==> src/rtl/imm_gen_pipe.sv <==
// imm_gen_pipe -- RV32 immediate generator with a 2-entry skid FIFO.
//
// Decodes up to LANES instruction words per beat into a format code and a
// sign-extended immediate, then buffers the decoded beat so the input side
// sees a registered ready.
//
// Parameters:
//   XLEN  : immediate width per lane (32 or 64)
//   LANES : instructions per beat (1..4)
//
// Ports:
//   clk         : clock, rising edge
//   rst_n       : synchronous active-low reset
//   in_valid    : input beat valid
//   in_ready    : input beat accepted when in_valid && in_ready (registered)
//   in_instr    : LANES x 32-bit instruction words, lane k at [32k+31:32k]
//   in_mask     : per-lane occupied flag
//   out_valid   : output beat valid
//   out_ready   : downstream accepts when out_valid && out_ready
//   out_imm     : LANES x XLEN sign-extended immediates
//   out_fmt     : LANES x 3-bit format (0 R/none, 1 I, 2 S, 3 B, 4 U, 5 J, 7 illegal)
//   out_mask    : in_mask of the beat at the FIFO head
//   illegal_cnt : saturating count of accepted illegal lanes
//
// Build option: define IMMGEN_ILLEGAL_CNT_EN to include the illegal-lane
// counter; otherwise illegal_cnt is tied to zero.

module imm_gen_pipe #(
  parameter int XLEN  = 32,
  parameter int LANES = 1
) (
  input  logic                  clk,
  input  logic                  rst_n,
  input  logic                  in_valid,
  output logic                  in_ready,
  input  logic [32*LANES-1:0]   in_instr,
  input  logic [LANES-1:0]      in_mask,
  output logic                  out_valid,
  input  logic                  out_ready,
  output logic [XLEN*LANES-1:0] out_imm,
  output logic [3*LANES-1:0]    out_fmt,
  output logic [LANES-1:0]      out_mask,
  output logic [15:0]           illegal_cnt
);

  localparam int EW = XLEN*LANES + 3*LANES + LANES;

  // ---------------- decode ----------------
  logic [XLEN*LANES-1:0] dec_imm;
  logic [3*LANES-1:0]    dec_fmt;
  logic [31:0]           ins;
  logic [31:0]           imm32;
  logic [2:0]            fmt;

  always_comb begin
    dec_imm = '0;
    dec_fmt = '0;
    ins     = '0;
    imm32   = '0;
    fmt     = 3'd7;
    for (int k = 0; k < LANES; k++) begin
      ins   = in_instr[32*k +: 32];
      imm32 = '0;
      fmt   = 3'd7;
      // Compressed/reserved encodings (bits[1:0] != 11) stay illegal.
      if (ins[1:0] == 2'b11) begin
        case (ins[6:0])
          7'b0000011, 7'b0010011, 7'b1100111, 7'b0001111, 7'b1110011: begin
            fmt   = 3'd1;
            imm32 = {{20{ins[31]}}, ins[31:20]};
          end
          7'b0100011: begin
            fmt   = 3'd2;
            imm32 = {{20{ins[31]}}, ins[31:25], ins[11:7]};
          end
          7'b1100011: begin
            fmt   = 3'd3;
            imm32 = {{19{ins[31]}}, ins[31], ins[7], ins[30:25], ins[11:8], 1'b0};
          end
          7'b0110111, 7'b0010111: begin
            fmt   = 3'd4;
            imm32 = {ins[31:12], 12'b0};
          end
          7'b1101111: begin
            fmt   = 3'd5;
            imm32 = {{11{ins[31]}}, ins[31], ins[19:12], ins[20], ins[30:21], 1'b0};
          end
          7'b0110011, 7'b0111011: begin
            fmt   = 3'd0;
            imm32 = '0;
          end
          default: begin
            fmt   = 3'd7;
            imm32 = '0;
          end
        endcase
      end
      // Empty lanes carry no instruction: never illegal, never an immediate.
      if (!in_mask[k]) begin
        fmt   = 3'd0;
        imm32 = '0;
      end
      dec_imm[XLEN*k +: XLEN] = XLEN'($signed(imm32));
      dec_fmt[3*k +: 3]       = fmt;
    end
  end

  // ---------------- 2-entry skid FIFO ----------------
  logic [EW-1:0] mem [2];
  logic          rd_ptr;
  logic          wr_ptr;
  logic [1:0]    count;
  logic [1:0]    count_next;
  logic          push;
  logic          pop;

  assign out_valid = (count != 2'd0);
  assign push      = in_valid & in_ready;
  assign pop       = out_valid & out_ready;

  always_comb begin
    count_next = count;
    case ({push, pop})
      2'b10:   count_next = count + 2'd1;
      2'b01:   count_next = count - 2'd1;
      default: count_next = count;
    endcase
  end

  always_ff @(posedge clk) begin
    if (!rst_n) begin
      mem[0]   <= '0;
      mem[1]   <= '0;
      rd_ptr   <= 1'b0;
      wr_ptr   <= 1'b0;
      count    <= 2'd0;
      in_ready <= 1'b0;
    end else begin
      if (push) begin
        mem[wr_ptr] <= {dec_imm, dec_fmt, in_mask};
        wr_ptr      <= ~wr_ptr;
      end
      if (pop) begin
        rd_ptr <= ~rd_ptr;
      end
      count    <= count_next;
      // Registered ready reflects next cycle's starting occupancy.
      in_ready <= (count_next != 2'd2);
    end
  end

  // Entries are cleared on reset, so the head reads zero until first push.
  assign {out_imm, out_fmt, out_mask} = mem[rd_ptr];

  // ---------------- illegal-lane counter ----------------
`ifdef IMMGEN_ILLEGAL_CNT_EN
  logic [2:0]  ill_num;
  logic [16:0] cnt_sum;
  logic [15:0] cnt_q;

  always_comb begin
    ill_num = '0;
    for (int k = 0; k < LANES; k++) begin
      if (dec_fmt[3*k +: 3] == 3'd7) begin
        ill_num = ill_num + 3'd1;
      end
    end
  end

  assign cnt_sum = {1'b0, cnt_q} + {14'b0, ill_num};

  always_ff @(posedge clk) begin
    if (!rst_n) begin
      cnt_q <= '0;
    end else if (push) begin
      cnt_q <= cnt_sum[16] ? 16'hFFFF : cnt_sum[15:0];
    end
  end

  assign illegal_cnt = cnt_q;
`else
  assign illegal_cnt = '0;
`endif

endmodule

==> config.mk <==
export PLATFORM = sky130hd
export DESIGN_NAME = imm_gen_pipe
export DESIGN_NICKNAME = d
export VERILOG_FILES = /design/src/rtl/imm_gen_pipe.sv
export SDC_FILE = /design/constraint.sdc
export NUM_CORES = 1
export LEC_CHECK = 0
export ABC_AREA = 1
export CORE_UTILIZATION = 40
export CTS_CLUSTER_SIZE = 40
export DETAILED_ROUTE_END_ITERATION = 6
export GPL_TIMING_DRIVEN = 0
export PLACE_DENSITY = 0.7
export SYNTH_ARGS = -nofsm -noshare
export SYNTH_HDL_FRONTEND = slang
export SYNTH_SLANG_ARGS = --single-unit
==> constraint.sdc <==
create_clock -name clk -period 7.5 [get_ports clk]
set_input_delay 1.5 -clock clk [delete_from_list [all_inputs] [get_ports clk]]
set_output_delay 1.5 -clock clk [all_outputs]
set_load 0.02 [all_outputs]
==> reports/results.md, run 1 <==
## Run status
* result of the run: finished, violations left
* violations in the final reports: DRC

## Logic synthesis
* count of cell types in the netlist: 23
* #FFs+latches synth: 78
* synthesized netlist cell count: 465
* Post-Synthesis Cell Area: 4200 um2
* yosys synthesis warning count: 0
* sequential-to-total area share from yosys stat: 54.4%
* mean post-synth cell area: 9.02 um2

## GRT
* first-pass GRT wire length: 15900 um
* number of global-route vias before repair: 3395
* sum of overflow across all layers after global routing: 0
* pin count of the biggest net entering global routing: 37
* initial antenna violation count: 0
* Total GRT Usage: 18.7%

## Clock network
* buffer type at the clock tree root: sky130_fd_sc_hd__clkbuf_8
* hold bufs inserted after CTS: 0
* clock sinks: 78
* clock latency reported for the late side of the worst-skew pair: 350 ps
* buffers from clock root to sink, at most: 2
* CTS tree: yes
* number of setup buffers added after CTS: 0
* Clock transition at path regs: 80 ps
* number of buffers created by CTS: 9
* count of cells resized by post-cts repair: 0
* H-tree lvl count: 3

## Setup path
* data arrival time of the critical path: 2380 ps
* Crit-path slowest cell: sky130_fd_sc_hd__clkdlybuf4s50_1
* type of the setup path with the least slack: reg2out
* critical-path maximum fanout: 10
* delay of the slowest cell on the worst path: 540 ps
* nature of the critical path startpoint: register
* Worst setup EP type: output pin
* critical path, cell by cell: clkbuf_1 -> buf_2 -> mux2_2 -> clkdlybuf4s50_1
* Critical Path RT: 6000 ps
* Worst R2R Setup Slack: 5070 ps

## Route
* post-detailed-routing wire length: 9630 um
* via total after detailed routing: 3432
* Pre-Repair DR Iteration Count: 6
* Antenna Violating Nets Remaining: 0
* average routed wire per standard cell: 13.7 um
* DRC violations left: 2
* via density per instance: 4.88
* Starting DRT DRC Count: 185

## Pwr
* Clk pwr share: 26.9%
* Max VDD drop: 0.000156 V
* Net Sw Frac: 30.0%
* Int Pwr: 0.000822 W
* part of the power in registers: 44.4%
* logic gate share of total power: 28.7%
* leakage power figure: 2.27 nW
* ratio of total power to cell area: 220 nW/um2
* switching power total: 0.000352 W

## Timing
* Setup TNS: 0 ps
* setup repair after global routing missed its margin: no
* Final Setup Violations: 0
* Final Slew Violations: 0
* setup clock skew after layout: 13.6 ps
* max_slew headroom: 35.7%
* Peak Freq: 0.258 GHz
* Final Hold Vio Count: 0
* final clock period utilization by the worst path: 51.8%
* Worst Tran Pin Value: 961 ps
* post-route minimum period: 3880 ps

## Placement
* count of buffers inserted at the top-level ports: 72
* Final GP Congestion: 0.884
* Detailed Place HPWL: 6990 um
* placed instance area: 5150 um2
* number of cells after detailed placement: 688

## Run
* Maximum Capacitance Violations: 0

## Floorplanning
* Core Area: 10200 um2
* starting density of the core: 41.0%
* number of placement rows: 37
* die outline area: 10900 um2
* width of the die: 104 um
* Boundary Pins: 91
* Vert. Die Dim: 104 um

## Cells and area
* Multi-input gate area: 1630 um2
* post-route design area: 5340 um2
* share of layout cells above drive strength 1: 15.8%
* area taken by flip-flops and latches: 2280 um2
* filler cell count in the final layout: 936
* count of placed standard cells in the final layout, fillers left out: 704
* Final Net Count: 601
* area growth from synthesis to layout: 27.4%
* Ant. Diodes: 0
* post-layout util: 52.2%

## Hold path
* min-delay worst type: reg2reg

-- per-layer routing --
| layer | vias up | wire length (um) | track usage, % |
|---|---|---|---|
| li1 | 1674 | - | - |
| met1 | 1580 | 4080 | 22.5 |
| met2 | 158 | 4680 | 32.1 |
| met3 | 20 | 638 | 4.20 |
| met4 | 0 | 232 | 7.76 |
| met5 | - | 0 | 0 |
-- worst paths after layout --
check,startpoint,end,cells after the start
worst max-delay path,register,out_imm[28],4
worst min-delay path,rd_ptr,rd_ptr,1
worst max register to register,in_ready,mem[0][4],5
worst min register to register,rd_ptr,rd_ptr,1
-- power by group through the flow --
stage / clock, W / combinational, W / sequential (W)
global placement: 0 / 0.000336 / 0.000530
CTS: 0.000315 / 0.000340 / 0.000522
finish: 0.000316 / 0.000337 / 0.000521
detailed placement: 0 / 0.000338 / 0.000532
global route: 0.000336 / 0.000361 / 0.000526
floorplan: 0 / 0.000200 / 0.000530
-- Yosys cell counts --
| cell type | count | share of area, % |
|---|---|---|
| sky130_fd_sc_hd__nand2_1 | 98 | 8.8 |
| sky130_fd_sc_hd__ha_1 | 1 | 0.30 |
| sky130_fd_sc_hd__clkbuf_1 | 10 | 0.89 |
| sky130_fd_sc_hd__nand3_1 | 32 | 3.8 |
| sky130_fd_sc_hd__o21ai_0 | 10 | 1.2 |
| sky130_fd_sc_hd__buf_4 | 17 | 3.0 |
| sky130_fd_sc_hd__nand3_2 | 2 | 0.48 |
| sky130_fd_sc_hd__conb_1 | 1 | 0.089 |
| sky130_fd_sc_hd__nor2_4 | 1 | 0.27 |
| sky130_fd_sc_hd__xor2_1 | 2 | 0.42 |
| sky130_fd_sc_hd__edfxtp_1 | 72 | 52 |
| sky130_fd_sc_hd__clkinv_1 | 1 | 0.089 |
| sky130_fd_sc_hd__inv_1 | 28 | 2.5 |
| sky130_fd_sc_hd__buf_1 | 2 | 0.18 |
| sky130_fd_sc_hd__inv_2 | 4 | 0.36 |
| sky130_fd_sc_hd__or2_2 | 1 | 0.15 |
| sky130_fd_sc_hd__a21oi_1 | 10 | 1.2 |
| sky130_fd_sc_hd__buf_2 | 10 | 1.2 |
| sky130_fd_sc_hd__nand2_2 | 2 | 0.30 |
| sky130_fd_sc_hd__nor2_1 | 118 | 11 |
| sky130_fd_sc_hd__mux2_2 | 36 | 9.7 |
| sky130_fd_sc_hd__dfxtp_1 | 6 | 2.9 |
| sky130_fd_sc_hd__nor2_2 | 1 | 0.15 |
-- cells by family (layout without fill, tap and decap cells) --
logic type / Yosys count / in the layout / share of synthesized area [%]
other cells: 1 / 16 / 0.0894
xor+xnor: 2 / 2 / 0.418
flops: 78 / 78 / 54.4
fa+ha+maj: 1 / 1 / 0.298
compound gates: 20 / 20 / 2.39
simple gates: 255 / 255 / 24.5
mux: 36 / 36 / 9.66
buf+inv: 72 / 160 / 8.26
-- final cells by class --
type	instances	share of cell area (%)
buffer	39	4.17
clock buffer	9	2.32
clock inverter	7	1.36
inverter	33	2.32
multi-input combinational	330	30.5
sequential	78	42.7
tap	136	3.18
timing repair buffer	72	13.5
-- critical path, delay by kind of cell (launching register included) --
family / cells / cell delay, ps
muxes: 1 / 390
DFF: 1 / 310
buffers and inverters: 3 / 1330
-- layout by cell type (no fill, tap or decap), types with 2 or more instances in the layout --
master	Yosys	layout
sky130_fd_sc_hd__dfxtp_1	6	6
sky130_fd_sc_hd__clkbuf_8	0	9
sky130_fd_sc_hd__buf_1	2	2
sky130_fd_sc_hd__nand2_1	98	96
sky130_fd_sc_hd__buf_2	10	10
sky130_fd_sc_hd__clkdlybuf4s50_1	0	72
sky130_fd_sc_hd__nand3_2	2	2
sky130_fd_sc_hd__clkinv_4	0	3
sky130_fd_sc_hd__conb_1	1	16
sky130_fd_sc_hd__nor2_1	118	118
sky130_fd_sc_hd__o21ai_0	10	10
sky130_fd_sc_hd__clkinv_1	1	3
sky130_fd_sc_hd__a21oi_1	10	10
sky130_fd_sc_hd__inv_2	4	4
sky130_fd_sc_hd__nand2_2	2	4
sky130_fd_sc_hd__buf_4	17	17
sky130_fd_sc_hd__inv_1	28	28
sky130_fd_sc_hd__clkbuf_1	10	10
sky130_fd_sc_hd__mux2_2	36	36
sky130_fd_sc_hd__edfxtp_1	72	72
sky130_fd_sc_hd__xor2_1	2	2
sky130_fd_sc_hd__nand3_1	32	32
-- registers in the layout (all words and copies together), names as in the netlist, named ones only --
register	flops
mem	72
count	2
in_ready	1
rd_ptr	1
wr_ptr	1
-- metrics by stage --
step           worst slack (ps)  total power [W]  hold WS (ps)
6_report                   3620          0.00117           458
4_1_cts                    3580          0.00118           455
3_5_place_dp               3440         0.000870           444
3_3_place_gp               2930         0.000866           437
5_1_grt                    3480          0.00122           479
2_1_floorplan              4100         0.000730           426
Note: power is estimated with default switching activity, not from simulation.
==> run 2: changes to the inputs <==
==> constraint.sdc (replaced) <==
create_clock -name clk -period 3.61 [get_ports clk]
set_input_delay 0.722 -clock clk [delete_from_list [all_inputs] [get_ports clk]]
set_output_delay 0.722 -clock clk [all_outputs]
set_load 0.02 [all_outputs]
==> results of run 2 <==
Same layout as run 1 (identical final DEF). Status: finished, violations left: DRC.
Among the figures that moved: setup slack after placement 3440 ps -> 324 ps; setup slack after layout 3620 ps -> 505 ps; register-to-register setup slack 5070 ps -> 1180 ps; total power 0.00117 W -> 0.00244 W; worst IR drop on VDD 0.000156 V -> 0.000325 V
==> run 3: changes to the inputs <==
--- a/config.mk
+++ b/config.mk
@@ -11,6 +11,7 @@
 export DETAILED_ROUTE_END_ITERATION = 6
 export GPL_TIMING_DRIVEN = 0
 export PLACE_DENSITY = 0.7
+export SKIP_LAST_GASP = 1
 export SYNTH_ARGS = -nofsm -noshare
 export SYNTH_HDL_FRONTEND = slang
 export SYNTH_SLANG_ARGS = --single-unit
==> results of run 3 <==
Same layout as run 1 (identical final DEF). Status: finished, violations left: DRC.
Among the figures that moved: setup slack after placement 3440 ps -> 324 ps; setup slack after layout 3620 ps -> 505 ps; register-to-register setup slack 5070 ps -> 1180 ps; total power 0.00117 W -> 0.00244 W; worst IR drop on VDD 0.000156 V -> 0.000325 V
